`src/rtl/ifu_fetch.sv`:
```
// Instruction fetch unit: takes one PC at a time from the core, issues one memory
// read, and returns the fetched word to the core. Only one request is outstanding at a time.
//
// state | meaning
// IDLE  | ready for a new PC from the core
// REQ   | read request presented to memory, waiting for acceptance
// WAIT  | request accepted, waiting for the response
// HOLD  | instruction (or fault) offered to the core
// DROP  | flushed while a response is still owed; swallow it
module ifu_fetch #(
    parameter logic [31:0] RESET_IST = 32'h00000013
) (
    input  logic        clk,
    input  logic        reset,
    input  logic        fetch_valid,
    input  logic [31:0] fetch_pc,
    output logic        fetch_ready,
    input  logic        flush,
    output logic        mem_req_valid,
    input  logic        mem_req_ready,
    output logic [31:0] mem_req_addr,
    input  logic        mem_rsp_valid,
    input  logic [31:0] mem_rsp_data,
    input  logic        mem_rsp_err,
    output logic        inst_valid,
    input  logic        inst_ready,
    output logic [31:0] ist,
    output logic [31:0] inst_pc,
    output logic        inst_fault,
    output logic [31:0] fetch_cnt
);

    localparam logic [2:0] S_IDLE = 3'd0;
    localparam logic [2:0] S_REQ  = 3'd1;
    localparam logic [2:0] S_WAIT = 3'd2;
    localparam logic [2:0] S_HOLD = 3'd3;
    localparam logic [2:0] S_DROP = 3'd4;

    logic [2:0]  state_q, state_d;
    logic [31:0] pc_q, pc_d;
    logic [31:0] ist_q, ist_d;
    logic        fault_q, fault_d;
    logic [31:0] cnt_q, cnt_d;
    logic        kill_q, kill_d;

    always_comb begin
        state_d = state_q;
        pc_d    = pc_q;
        ist_d   = ist_q;
        fault_d = fault_q;
        cnt_d   = cnt_q;
        kill_d  = kill_q;
        case (state_q)
            S_IDLE: begin
                if (fetch_valid && !flush) begin
                    pc_d = fetch_pc;
                    if (fetch_pc[1:0] == 2'b00) begin
                        state_d = S_REQ;
                        fault_d = 1'b0;
                    end else begin
                        state_d = S_HOLD;
                        ist_d   = RESET_IST;
                        fault_d = 1'b1;
                    end
                end
            end
            S_REQ: begin
                // A flush cannot retract the request; remember it and drop the reply later.
                kill_d = kill_q | flush;
                if (mem_req_ready) begin
                    state_d = (kill_q || flush) ? S_DROP : S_WAIT;
                    kill_d  = 1'b0;
                end
            end
            S_WAIT: begin
                if (flush) begin
                    state_d = mem_rsp_valid ? S_IDLE : S_DROP;
                end else if (mem_rsp_valid) begin
                    state_d = S_HOLD;
                    ist_d   = mem_rsp_data;
                    fault_d = mem_rsp_err;
                end
            end
            S_HOLD: begin
                if (flush) begin
                    state_d = S_IDLE;
                end else if (inst_ready) begin
                    state_d = S_IDLE;
                    cnt_d   = cnt_q + 32'd1;
                end
            end
            S_DROP: begin
                if (mem_rsp_valid) begin
                    state_d = S_IDLE;
                end
            end
            default: begin
                state_d = S_IDLE;
                kill_d  = 1'b0;
            end
        endcase
    end

    always_ff @(posedge clk or negedge reset) begin
        if (!reset) begin
            state_q <= S_IDLE;
            pc_q    <= 32'd0;
            ist_q   <= RESET_IST;
            fault_q <= 1'b0;
            cnt_q   <= 32'd0;
            kill_q  <= 1'b0;
        end else begin
            state_q <= state_d;
            pc_q    <= pc_d;
            ist_q   <= ist_d;
            fault_q <= fault_d;
            cnt_q   <= cnt_d;
            kill_q  <= kill_d;
        end
    end

    assign fetch_ready   = (state_q == S_IDLE) && !flush;
    assign mem_req_valid = (state_q == S_REQ);
    assign mem_req_addr  = pc_q;
    assign inst_valid    = (state_q == S_HOLD);
    assign ist           = (state_q == S_HOLD) ? ist_q : RESET_IST;
    assign inst_pc       = pc_q;
    assign inst_fault    = (state_q == S_HOLD) && fault_q;
    assign fetch_cnt     = cnt_q;

endmodule

```
`config.mk`:
```
export PLATFORM = sky130hd
export DESIGN_NAME = ifu_fetch
export DESIGN_NICKNAME = d
export VERILOG_FILES = /design/src/rtl/ifu_fetch.sv
export SDC_FILE = /design/constraint.sdc
export NUM_CORES = 1
export LEC_CHECK = 0
export CAP_MARGIN = 20
export CORE_ASPECT_RATIO = 0.7
export CORE_MARGIN = 3
export CORE_UTILIZATION = 46
export CTS_CLUSTER_SIZE = 10
export DETAILED_ROUTE_END_ITERATION = 8
export PLACE_DENSITY = 0.86
export SYNTH_ARGS = -nofsm -noshare
export SYNTH_HDL_FRONTEND = slang
export SYNTH_SLANG_ARGS = --single-unit
export TNS_END_PERCENT = 50
```
`constraint.sdc`:
```
create_clock -name clk -period 3.35 [get_ports clk]
set_input_delay 0.335 -clock clk [delete_from_list [all_inputs] [get_ports clk]]
set_output_delay 0.335 -clock clk [all_outputs]
set_load 0.02 [all_outputs]
```
* Word level (Yosys, flattened, before mapping)
Cells that the tools add are included. W data, S select, Z words.
Cells by class: reduce and logical (&&, ||, !) cells 14, eq/ne operators 12, mux-type cells 24, bitwise operators 2, $add $sub $neg 1
Operators by type and width (number):
- $mux W32 | 5
- $pmux W32 S2 | 1
- $add A32 B1 Y32 const B | 1
- $mux W3 | 9
- $pmux W3 S5 | 1
- $ne A2 B2 Y1 const B | 5
- $reduce_and A5 Y1 | 2
- $eq A3 B2 Y1 const B | 2
- $mux W1 | 5
- $pmux W1 S2 | 2
- $reduce_and A4 Y1 | 1
- $reduce_or A4 Y1 | 1
- $eq A3 B1 Y1 const B | 1
- $eq A3 B3 Y1 const B | 1
- $logic_and A1 B1 Y1 | 3
- $logic_not A3 Y1 | 1
- $ne A3 B2 Y1 const B | 1
- $ne A3 B3 Y1 const B | 1
- $reduce_and A3 Y1 | 1
- $logic_not A2 Y1 | 1
- $mux W2 | 1
- $ne A2 B1 Y1 const B | 1
- $reduce_and A2 Y1 | 1
- $reduce_bool A2 Y1 | 1
- other kinds (4) | 4
Storage, ports and cells: output and inout bits 132, register bits after elaboration 101

* Logic depth before layout (Yosys ltp)
Gate-level depths: netlist (run 1).
depth after elaboration 4, gate-level depth with buffers 6, depth with buffers taken out 5

* Worst setup path after synthesis (run 1)
OpenSTA, ideal clock, no wires.
path type register -> output, start point reg state_q[0], end point out ist[25], data arrival time 1.390 ns, path slack 1.625 ns, cell stages (with the launch flop) 6, cell sequence dfrtp_1 > buf_4 > and3_1 > buf_2 > buf_2 > and2_1
Between the ends: word-level cells in the longest chain between the ends 2
RTL lines:
- start, declared | line 39 | logic [2:0] state_q, state_d;
- start signal, assigned | line 113 | state_q <= state_d;
- $eq A3 B2 Y1
- net inst_valid | line 25 | output logic inst_valid,
- $mux W32 | line 126 | assign ist = (state_q == S_HOLD) ? ist_q : RESET_IST;
- end, declared | line 27 | output logic [31:0] ist,
The timed path passes the listed nets, and every way through them passes these cells.

* Final worst setup path (run 1)
start point reg state_q[1], end point out ist[13]
Between the ends: word-level cells in the longest chain between the ends 2
RTL lines (line):
- $eq A3 B2 Y1 | 126
- $mux W32 | 126
No other way between the ends.

==> flow_metrics.py, run 1 <==
metrics = {
    "finish": {
        "final_cell_mix": "202 x clkdlybuf4s50_1, 98 x dfrtp_1, 34 x mux2_2",
        "syn2layout_area_growth_pct": 47.7,
        "nNetsFinal": 633,
        "fin_area_mm2": 0.00698,
        "n_antenna_cell": 0,
        "drive_gt1_share_pct": 12.2,
        "post-route-util_pct": 71.0,
        "layout_commonest_cell": "clkdlybuf4s50_1",
        "instances_no_fill": 693,
    },
    "synthesis": {
        "synthTopCellsByArea": "dfrtp_1 52%, mux2_2 8.1%, buf_4 5.7%",
        "synth_area_leader_cell": "dfrtp_1",
        "synth_seq_area_share_pct": 53.5,
        "yosysWarnings": 0,
        "synth_nets": 464,
        "synth_cell_types": 41,
        "synth_seq_cells": 101,
        "synth-edff-count": 0,
        "syn-cell-area_mm2": 0.00473,
        "syn_inst": 391,
        "synthFlopType": "dfrtp_1",
        "synthArstFlopShare_pct": 100,
        "avgSynthCellArea_um2": 12.1,
        "synth_top_area_share_pct": 51.9,
    },
    "global_route": {
        "grt_max_degree": 82,
        "grt_antenna_before_repair": 0,
        "grt_pass1_vias": 3763,
        "grt_overflow": 0,
        "grtUsageTotal_pct": 20.9,
        "grt_pass1_wl_um": 19500,
    },
    "clocking": {
        "cts-root-buf": "clkbuf_16",
        "clk_path_buf_depth": 2,
        "cts.sinks": 101,
        "cts_tree": "yes",
        "cts_resized": 0,
        "clkTransAtPathRegs_ns": 0.06,
        "h-tree-depth": 3,
        "insertion_delay_ns": 0.33,
        "cts_buffers": 9,
    },
    "floorplanning": {
        "io_pins": 204,
        "die_h_um": 90.8,
        "rows": 30,
        "coreArea_mm2": 0.00983,
        "initial_core_util_pct": 48.1,
        "die_w_um": 127,
        "dieArea_mm2": 0.0115,
    },
    "setup_path": {
        "crit_path_max_incr_delay_ns": 0.76,
        "reg2reg_from": "state_q[1]",
        "worst-r2r-setup-slack_ns": 1.24,
        "crit_path_end_kind": "primary output",
        "required_ns": 3.01,
        "cp.arrival_ns": 2.43,
        "cp_cell_sequence": "and3_1, buf_4, and2_1, clkdlybuf4s50_1",
        "critPathLaunch": "state_q[1]",
        "crit_fanout": 34,
        "crit_type": "reg2out",
        "slowest_stage": "dfrtp_1",
        "reg2reg_depth": 4,
        "worst_setup_path_start_kind": "flop",
        "regToRegEndpoint": "fetch_cnt[21]",
    },
    "route": {
        "via_count": 3621,
        "drt_iter0_drc": 157,
        "wl_um": 12200,
        "ant_nets": 0,
        "routedWlPerCell_um": 17.6,
        "dr.pass1.iters": 4,
        "drc": 0,
        "vias_per_cell": 5.23,
    },
    "pwr": {
        "power_density_mw_per_mm2": 782,
        "leakagePower_nw": 3.01,
        "p_total_w": 0.00546,
        "ir_drop_mv": 0.400,
    },
    "run": {
        "cap_violations": 0,
    },
    "timing": {
        "rsz0062_at_grt": "false",
        "max_freq_mhz": 361,
        "period_needed_ns": 2.77,
        "worst_pin_slew_ns": 0.665,
        "setup-tns-final_ns": 0,
        "clock_skew_ns": 0.00578,
        "slew_headroom_pct": 55.4,
        "period_share_pct": 82.6,
        "final_max_slew_viol_count": 0,
        "finalSetupViolations": 0,
        "hold_viol": 0,
    },
    "placement": {
        "io_buffers": 203,
        "place_area_mm2": 0.00661,
        "dp.cells": 674,
        "gp_congestion": 0.793,
        "hpwl_um": 8820,
    },
    "min_path": {
        "holdPathEnd": "fetch_cnt[26]",
        "min-delay-start": "fetch_cnt[26]",
        "worstHoldPathCells": 1,
        "hp-class": "reg2reg",
    },
    "outcome": {
        "status": "finished clean",
    },
}
synth_stat cells, types with 3 or more instances:
library cell   n
inv_1          8
nor4_4         4
dfstp_2        3
xnor2_1       25
nand2b_1       3
xor2_1         6
o21ai_0        3
nand2_1       15
dfrtp_1       98
and2_1        31
buf_4         36
a21oi_1        5
nand4_1       13
nor3_1         3
clkbuf_1       7
mux2_2        34
nand3_1       17
a22o_1        29
buf_2          9
and3_1         7
nor2_1        10
o32a_1         3
where the power goes:
part | internal (W) | switching (W) | leakage, nW
registers | 0.00163 | 0.000341 | 1.31
clock network | 0.000640 | 0.000427 | 0.152
logic | 0.00128 | 0.00114 | 1.56
total | 0.00355 | 0.00191 | 3.01
layer usage:
layer	global-route usage [%]	up-vias	part of all wire (%)
li1	-	1674	-
met1	27.9	1817	44
met2	34.9	126	50
met3	5.08	4	5.3
met4	4.38	0	0.57
met5	0	-	0
state kept, by name, indices dropped and copies added (netlist names):
| name | count |
|---|---|
| state_q | 3 |
| fetch_cnt | 32 |
| inst_pc | 32 |
| kill_q | 1 |
| ist_q | 32 |
| fault_q | 1 |
area by class of cell:
cell class              count  area, um^2
repair buffers            210        2120
well taps                 128         160
clock inverters             3        42.5
flip-flops and latches    101        2530
fillers                   685        2850
clock buffers              13         270
inverters                   8        30.0
multi-input cells         230        1820
cell families (layout without fill, tap and decap cells):
group                      count (synthesis)  count (layout)  share of synthesized area [%]
xor gates and xnor gates                  31              31                           5.74
adders and majority gates                  1               1                          0.265
buffers and inverters                     60             234                           7.86
AOI/OAI and AO/OA                         47              47                           8.10
DFF                                      101             101                           53.5
muxes                                     35              35                           8.31
and+or+nand+nor                          116             116                           16.2
repair_timing:
item | CTS | global route
setup buffers | 0 | 0
endpoints found under the hold margin | 0 | 26
hold buffers | 0 | 1
worst max-delay path by stage:
stage	to	slack [ns]	cells past startpoint
6_report	ist[13]	0.58	4
3_3_place_gp	ist_q[26]	1.0	4
3_5_place_dp	ist_q[31]	0.86	4
4_1_cts	ist[13]	0.59	4
2_1_floorplan	ist[25]	1.63	5
5_1_grt	ist[8]	0.46	4
critical path, delay by kind of cell, from the launching register on:
| family | cells | cell delay [ns] |
|---|---|---|
| simple gates | 2 | 0.44 |
| buf+inv | 2 | 0.90 |
| flops | 1 | 0.76 |
stage by stage:
stage,worst slack (ns),hold WS [ns]
after detailed placement,0.862,0.475
after global placement,0.999,0.466
after floorplan,1.63,0.0394
after global routing,0.463,0.502
final,0.582,0.490
after CTS,0.587,0.204
No activity file was read; power rests on OpenSTA's default activity.
==> inputs of run 2 (changes only) <==
CORE_UTILIZATION = 43   (was 46)
PLACE_DENSITY = 0.81   (was 0.86)
clock period = 2.9 ns   (was 3.35 ns; I/O delays follow)
==> flow_metrics.py, run 2 (same netlist as run 1, synthesis figures left out) <==
metrics = {
    "outcome": {
        "status": "complete, but fails checks",
        "failed_checks": "negative hold slack",
    },
    "finish": {
        "fillerInstances": 814,
        "layout_commonest_cell": "clkdlybuf4s50_1",
        "syn2layout_area_growth_pct": 48.3,
        "final_cell_mix": "202 x clkdlybuf4s50_1, 98 x dfrtp_1, 34 x mux2_2",
        "multi_input_area_mm2": 0.00182,
        "nNetsFinal": 632,
        "regArea_mm2": 0.00253,
        "n_antenna_cell": 0,
        "drive_gt1_share_pct": 11.9,
    },
    "timing": {
        "finalSetupViolations": 0,
        "clock_skew_ns": 0.00455,
        "max_freq_mhz": 375,
        "timing.hold.ws_ns": -0.000369,
        "worst_pin_slew_ns": 0.682,
        "hold_viol": 1,
        "final_max_slew_viol_count": 0,
        "slew_headroom_pct": 54.2,
        "period_share_pct": 91.9,
        "rsz0062_at_grt": "false",
        "setup-tns-final_ns": 0,
        "period_needed_ns": 2.67,
    },
    "global_route": {
        "grt_max_degree": 102,
        "grt_pass1_vias": 3547,
        "grt_overflow": 0,
        "grt_pass1_wl_um": 19100,
        "grtUsageTotal_pct": 19.3,
        "grt_antenna_before_repair": 0,
    },
    "pwr": {
        "power_density_mw_per_mm2": 914,
        "leakagePower_nw": 3.01,
        "pwr-share-comb_pct": 44.1,
        "switchingPower_w": 0.00220,
        "power_frac_seq_pct": 35.0,
        "netSwitchingFraction_pct": 34.3,
        "intPower_w": 0.00421,
        "ir_drop_mv": 0.445,
        "p_total_w": 0.00641,
        "p_clk_share_pct": 20.9,
    },
    "route": {
        "ant_nets": 0,
        "routedWlPerCell_um": 16.9,
        "wl_um": 12000,
        "dr.pass1.iters": 7,
        "drc": 0,
        "vias_per_cell": 5.09,
        "drt_iter0_drc": 198,
        "via_count": 3617,
    },
    "setup_path": {
        "critical_path_buf_inv_count": 2,
        "cp_cell_sequence": "and3_1, buf_4, and2_1, clkdlybuf4s50_1",
        "crit_path_max_incr_delay_ns": 0.68,
        "cp.arrival_ns": 2.38,
        "crit_path_end_kind": "primary output",
        "slowest_stage": "dfrtp_1",
        "critPathTopFamily": "buffers and inverters",
        "crit_fanout": 34,
        "required_ns": 2.61,
        "crit_type": "reg2out",
        "worst_setup_path_start_kind": "flop",
    },
    "floorplanning": {
        "io_pins": 204,
        "dieArea_mm2": 0.0123,
        "coreArea_mm2": 0.0105,
        "initial_core_util_pct": 45.0,
        "die_w_um": 131,
        "rows": 31,
        "die_h_um": 93.7,
    },
    "clocking": {
        "hold_buffers": 0,
        "cts_tree": "yes",
        "postCtsSetupBuffers": 0,
        "h-tree-depth": 3,
        "clkTransAtPathRegs_ns": 0.07,
        "insertion_delay_ns": 0.34,
        "cts.sinks": 101,
        "cts_resized": 0,
        "cts-root-buf": "clkbuf_16",
        "clk_path_buf_depth": 2,
        "cts_buffers": 9,
    },
    "run": {
        "cap_violations": 0,
    },
    "placement": {
        "gp_congestion": 0.816,
        "hpwl_um": 8740,
        "io_buffers": 203,
    },
    "min_path": {
        "hp-class": "in2async",
    },
}
## run 2: changes by cell type in the layout (fill, tap and decap cells not counted), sizes merged
cell and delta:
bufinv +2, clkbuf -2, clkinv -1, dlygate4sd3 -1
## run 2: final cells by class
cell class                      count  share of cell area, %
Clock inverter                      4                   1.39
Tap cell                          148                   2.64
Sequential cell                   101                   36.1
Inverter                            8                  0.428
Multi-Input combinational cell    230                   26.0
Clock buffer                       11                   3.32
Timing Repair Buffer              209                   30.1
## run 2: path summary, 6_finish.rpt
| kind | to | start | slack (ns) | cells after the start |
|---|---|---|---|---|
| hold reg to reg | fetch_cnt[31] | fetch_cnt[31] | 0.48 | 1 |
| hold / removal | fetch_cnt[9] | reset | -0.0004 | 2 |
| setup reg to reg | fetch_cnt[27] | state_q[0] | 0.89 | 4 |
| setup / recovery | ist[13] | state_q[0] | 0.23 | 4 |
| max in group asynchronous | inst_pc[12] | reset | 2.49 | 2 |
| min in group clk | fetch_cnt[31] | fetch_cnt[31] | 0.48 | 1 |
## run 2: layer usage
metal / up-vias / track usage (%) / wire (um)
met5: - / 0 / 0
met4: 0 / 5.86 / 171
met3: 14 / 5.25 / 726
met2: 151 / 31.1 / 5850
met1: 1778 / 25.7 / 5280
li1: 1674 / - / -
## run 2: power groups by stage
stage	registers, W	clock network (W)	logic, W
floorplan	0.00246	0	0.00155
global placement	0.00223	0	0.00278
detailed placement	0.00227	0	0.00284
CTS	0.00225	0.00137	0.00285
global route	0.00232	0.00143	0.00298
finish	0.00224	0.00134	0.00283
## run 2: stage by stage
| step | std cells | hold slack (ns) | util, % | instance area (um^2) | setup slack [ns] |
|---|---|---|---|---|---|
| 4_1_cts | 710 | 0.0301 | 66.4 | 6980 | 0.188 |
| 6_report | 711 | -0.000369 | 66.7 | 7010 | 0.235 |
| 3_5_place_dp | 695 | 0.401 | 63.3 | 6650 | 0.477 |
| 5_1_grt | 711 | 0.0441 | 66.7 | 7010 | 0.0613 |
| 2_1_floorplan | 391 | -0.00559 | - | 4730 | 1.18 |
| 3_3_place_gp | 695 | 0.392 | 63.3 | 6650 | 0.568 |
==> inputs of run 3 (changes only) <==
PLACE_DENSITY = 0.79   (was 0.81)
SETUP_SLACK_MARGIN = 0.02   (was unset)
clock period = 2.85 ns   (was 2.9 ns; I/O delays follow)
==> flow_metrics.py, run 3 (same netlist as run 1, synthesis figures left out) <==
metrics = {
    "setup_path": {
        "cp_cell_sequence": "inv_1, and3_1, buf_4, and2_1, clkdlybuf4s50_1",
        "crit_path_end_kind": "primary output",
        "regToRegEndpoint": "fetch_cnt[31]",
        "crit_path_max_incr_delay_ns": 0.65,
        "slowest_stage": "clkdlybuf4s50_1",
        "crit_type": "reg2out",
        "required_ns": 2.57,
        "crit_fanout": 34,
        "reg2reg_from": "state_q[2]",
        "worst-r2r-setup-slack_ns": 0.86,
        "worst_setup_path_start_kind": "flop",
        "reg2reg_depth": 4,
        "cp.arrival_ns": 2.28,
    },
    "floorplanning": {
        "coreArea_mm2": 0.0105,
        "die_w_um": 131,
        "die_h_um": 93.7,
        "io_pins": 204,
        "dieArea_mm2": 0.0123,
        "rows": 31,
        "initial_core_util_pct": 45.0,
    },
    "timing": {
        "period_share_pct": 90.0,
        "setup-tns-final_ns": 0,
        "hold_viol": 0,
        "max_freq_mhz": 390,
        "rsz0062_at_grt": "false",
        "slew_headroom_pct": 52.4,
        "finalSetupViolations": 0,
        "final_max_slew_viol_count": 0,
        "period_needed_ns": 2.56,
        "clock_skew_ns": 0.00733,
        "timing.hold.ws_ns": 0.484,
        "worst_pin_slew_ns": 0.708,
    },
    "placement": {
        "hpwl_um": 8860,
        "io_buffers": 203,
        "gp_congestion": 0.825,
        "place_area_mm2": 0.00666,
    },
    "finish": {
        "layout_commonest_cell": "clkdlybuf4s50_1",
        "nNetsFinal": 634,
        "n_antenna_cell": 0,
        "syn2layout_area_growth_pct": 48.3,
        "fin_area_mm2": 0.00701,
        "final_cell_mix": "202 x clkdlybuf4s50_1, 98 x dfrtp_1, 34 x mux2_2",
        "fillerInstances": 781,
        "drive_gt1_share_pct": 12.4,
    },
    "clocking": {
        "cts_tree": "yes",
        "cts-root-buf": "clkbuf_16",
        "cts_buffers": 9,
        "cts_resized": 0,
        "cts.sinks": 101,
        "clk_path_buf_depth": 2,
        "insertion_delay_ns": 0.33,
        "clkTransAtPathRegs_ns": 0.07,
        "h-tree-depth": 3,
    },
    "min_path": {
        "hp-class": "reg2reg",
        "worstHoldPathCells": 2,
        "min-delay-start": "ist_q[1]",
        "holdPathEnd": "ist_q[1]",
    },
    "pwr": {
        "p_clk_share_pct": 19.9,
        "pwr-share-comb_pct": 45.2,
        "ir_drop_mv": 0.453,
        "power_density_mw_per_mm2": 922,
        "switchingPower_w": 0.00226,
        "power_frac_seq_pct": 34.9,
        "intPower_w": 0.00421,
        "netSwitchingFraction_pct": 35.0,
        "leakagePower_nw": 3.01,
    },
    "route": {
        "drc": 0,
        "wl_um": 12200,
        "vias_per_cell": 5.07,
        "dr.pass1.iters": 4,
        "routedWlPerCell_um": 17.1,
        "via_count": 3617,
        "drt_iter0_drc": 168,
        "ant_nets": 0,
    },
    "global_route": {
        "grt_pass1_vias": 3742,
        "grt_max_degree": 54,
        "grtUsageTotal_pct": 20.1,
        "grt_pass1_wl_um": 20000,
        "grt_antenna_before_repair": 0,
        "grt_overflow": 0,
    },
    "outcome": {
        "status": "finished clean",
    },
    "run": {
        "cap_violations": 0,
    },
}
-- run 3: changes by cell type in the layout (fill, tap and decap cells not counted) --
cell,change
clkinvlp_4,+2
buf_4,+1
bufinv_16,-1
clkbuf_1,-1
clkinv_2,+1
dlygate4sd3_1,+1
-- run 3: routing by layer --
| metal | vias up | track usage [%] | part of all wire [%] |
|---|---|---|---|
| met3 | 14 | 4.98 | 5.2 |
| met4 | 0 | 5.51 | 1.5 |
| li1 | 1682 | - | - |
| met5 | - | 0 | 0 |
| met2 | 137 | 33.4 | 49 |
| met1 | 1784 | 26.6 | 44 |
-- run 3: worst max-delay path: cells and delay by family (launching register included) --
kind,cells,cell delay [ns]
buf+inv,3,1.10
flops,1,0.52
simple gates,2,0.33
-- run 3: worst max path at each step --
| stage | cells past startpoint | start | to |
|---|---|---|---|
| CTS | 5 | state_q[2] | ist[9] |
| finish | 5 | state_q[2] | ist[9] |
| global route | 5 | state_q[2] | ist[9] |
| floorplan | 5 | state_q[2] | inst_pc[10] |
| global placement | 5 | flush | fetch_cnt[31] |
| detailed placement | 5 | flush | fetch_cnt[31] |
-- run 3: timing repair --
action | 4_1_cts | 5_1_grt
hold buffers | 1 | 0
buffers inserted | 0 | 0
hold endpoints to repair | 18 | 0
-- run 3: final cells by class --
class	instances	area [um^2]	share of cell area [%]
clock buffer	10	229	3.27
clock inverter	6	87.6	1.25
inverter	8	30.0	0.428
timing repair buffer	211	2120	30.3
sequential	101	2530	36.1
multi-input combinational	230	1820	26.0
tap	148	185	2.64
-- run 3: power by group through the flow --
stage	clock [W]	sequential, W	combinational (W)
floorplan	0	0.00250	0.00158
global placement	0	0.00224	0.00287
detailed placement	0	0.00227	0.00293
CTS	0.00132	0.00226	0.00294
global route	0.00139	0.00233	0.00310
finish	0.00129	0.00226	0.00292
-- run 3: per-stage QoR --
step                util, %  total power, W  setup slack [ns]  cells
finish                 66.7         0.00647             0.285    714
global route           66.7         0.00682            0.0832    714
CTS                    66.4         0.00652             0.222    713
detailed placement     63.3         0.00520             0.409    696
global placement       63.3         0.00511             0.523    696
floorplan                 -         0.00408              1.13    391
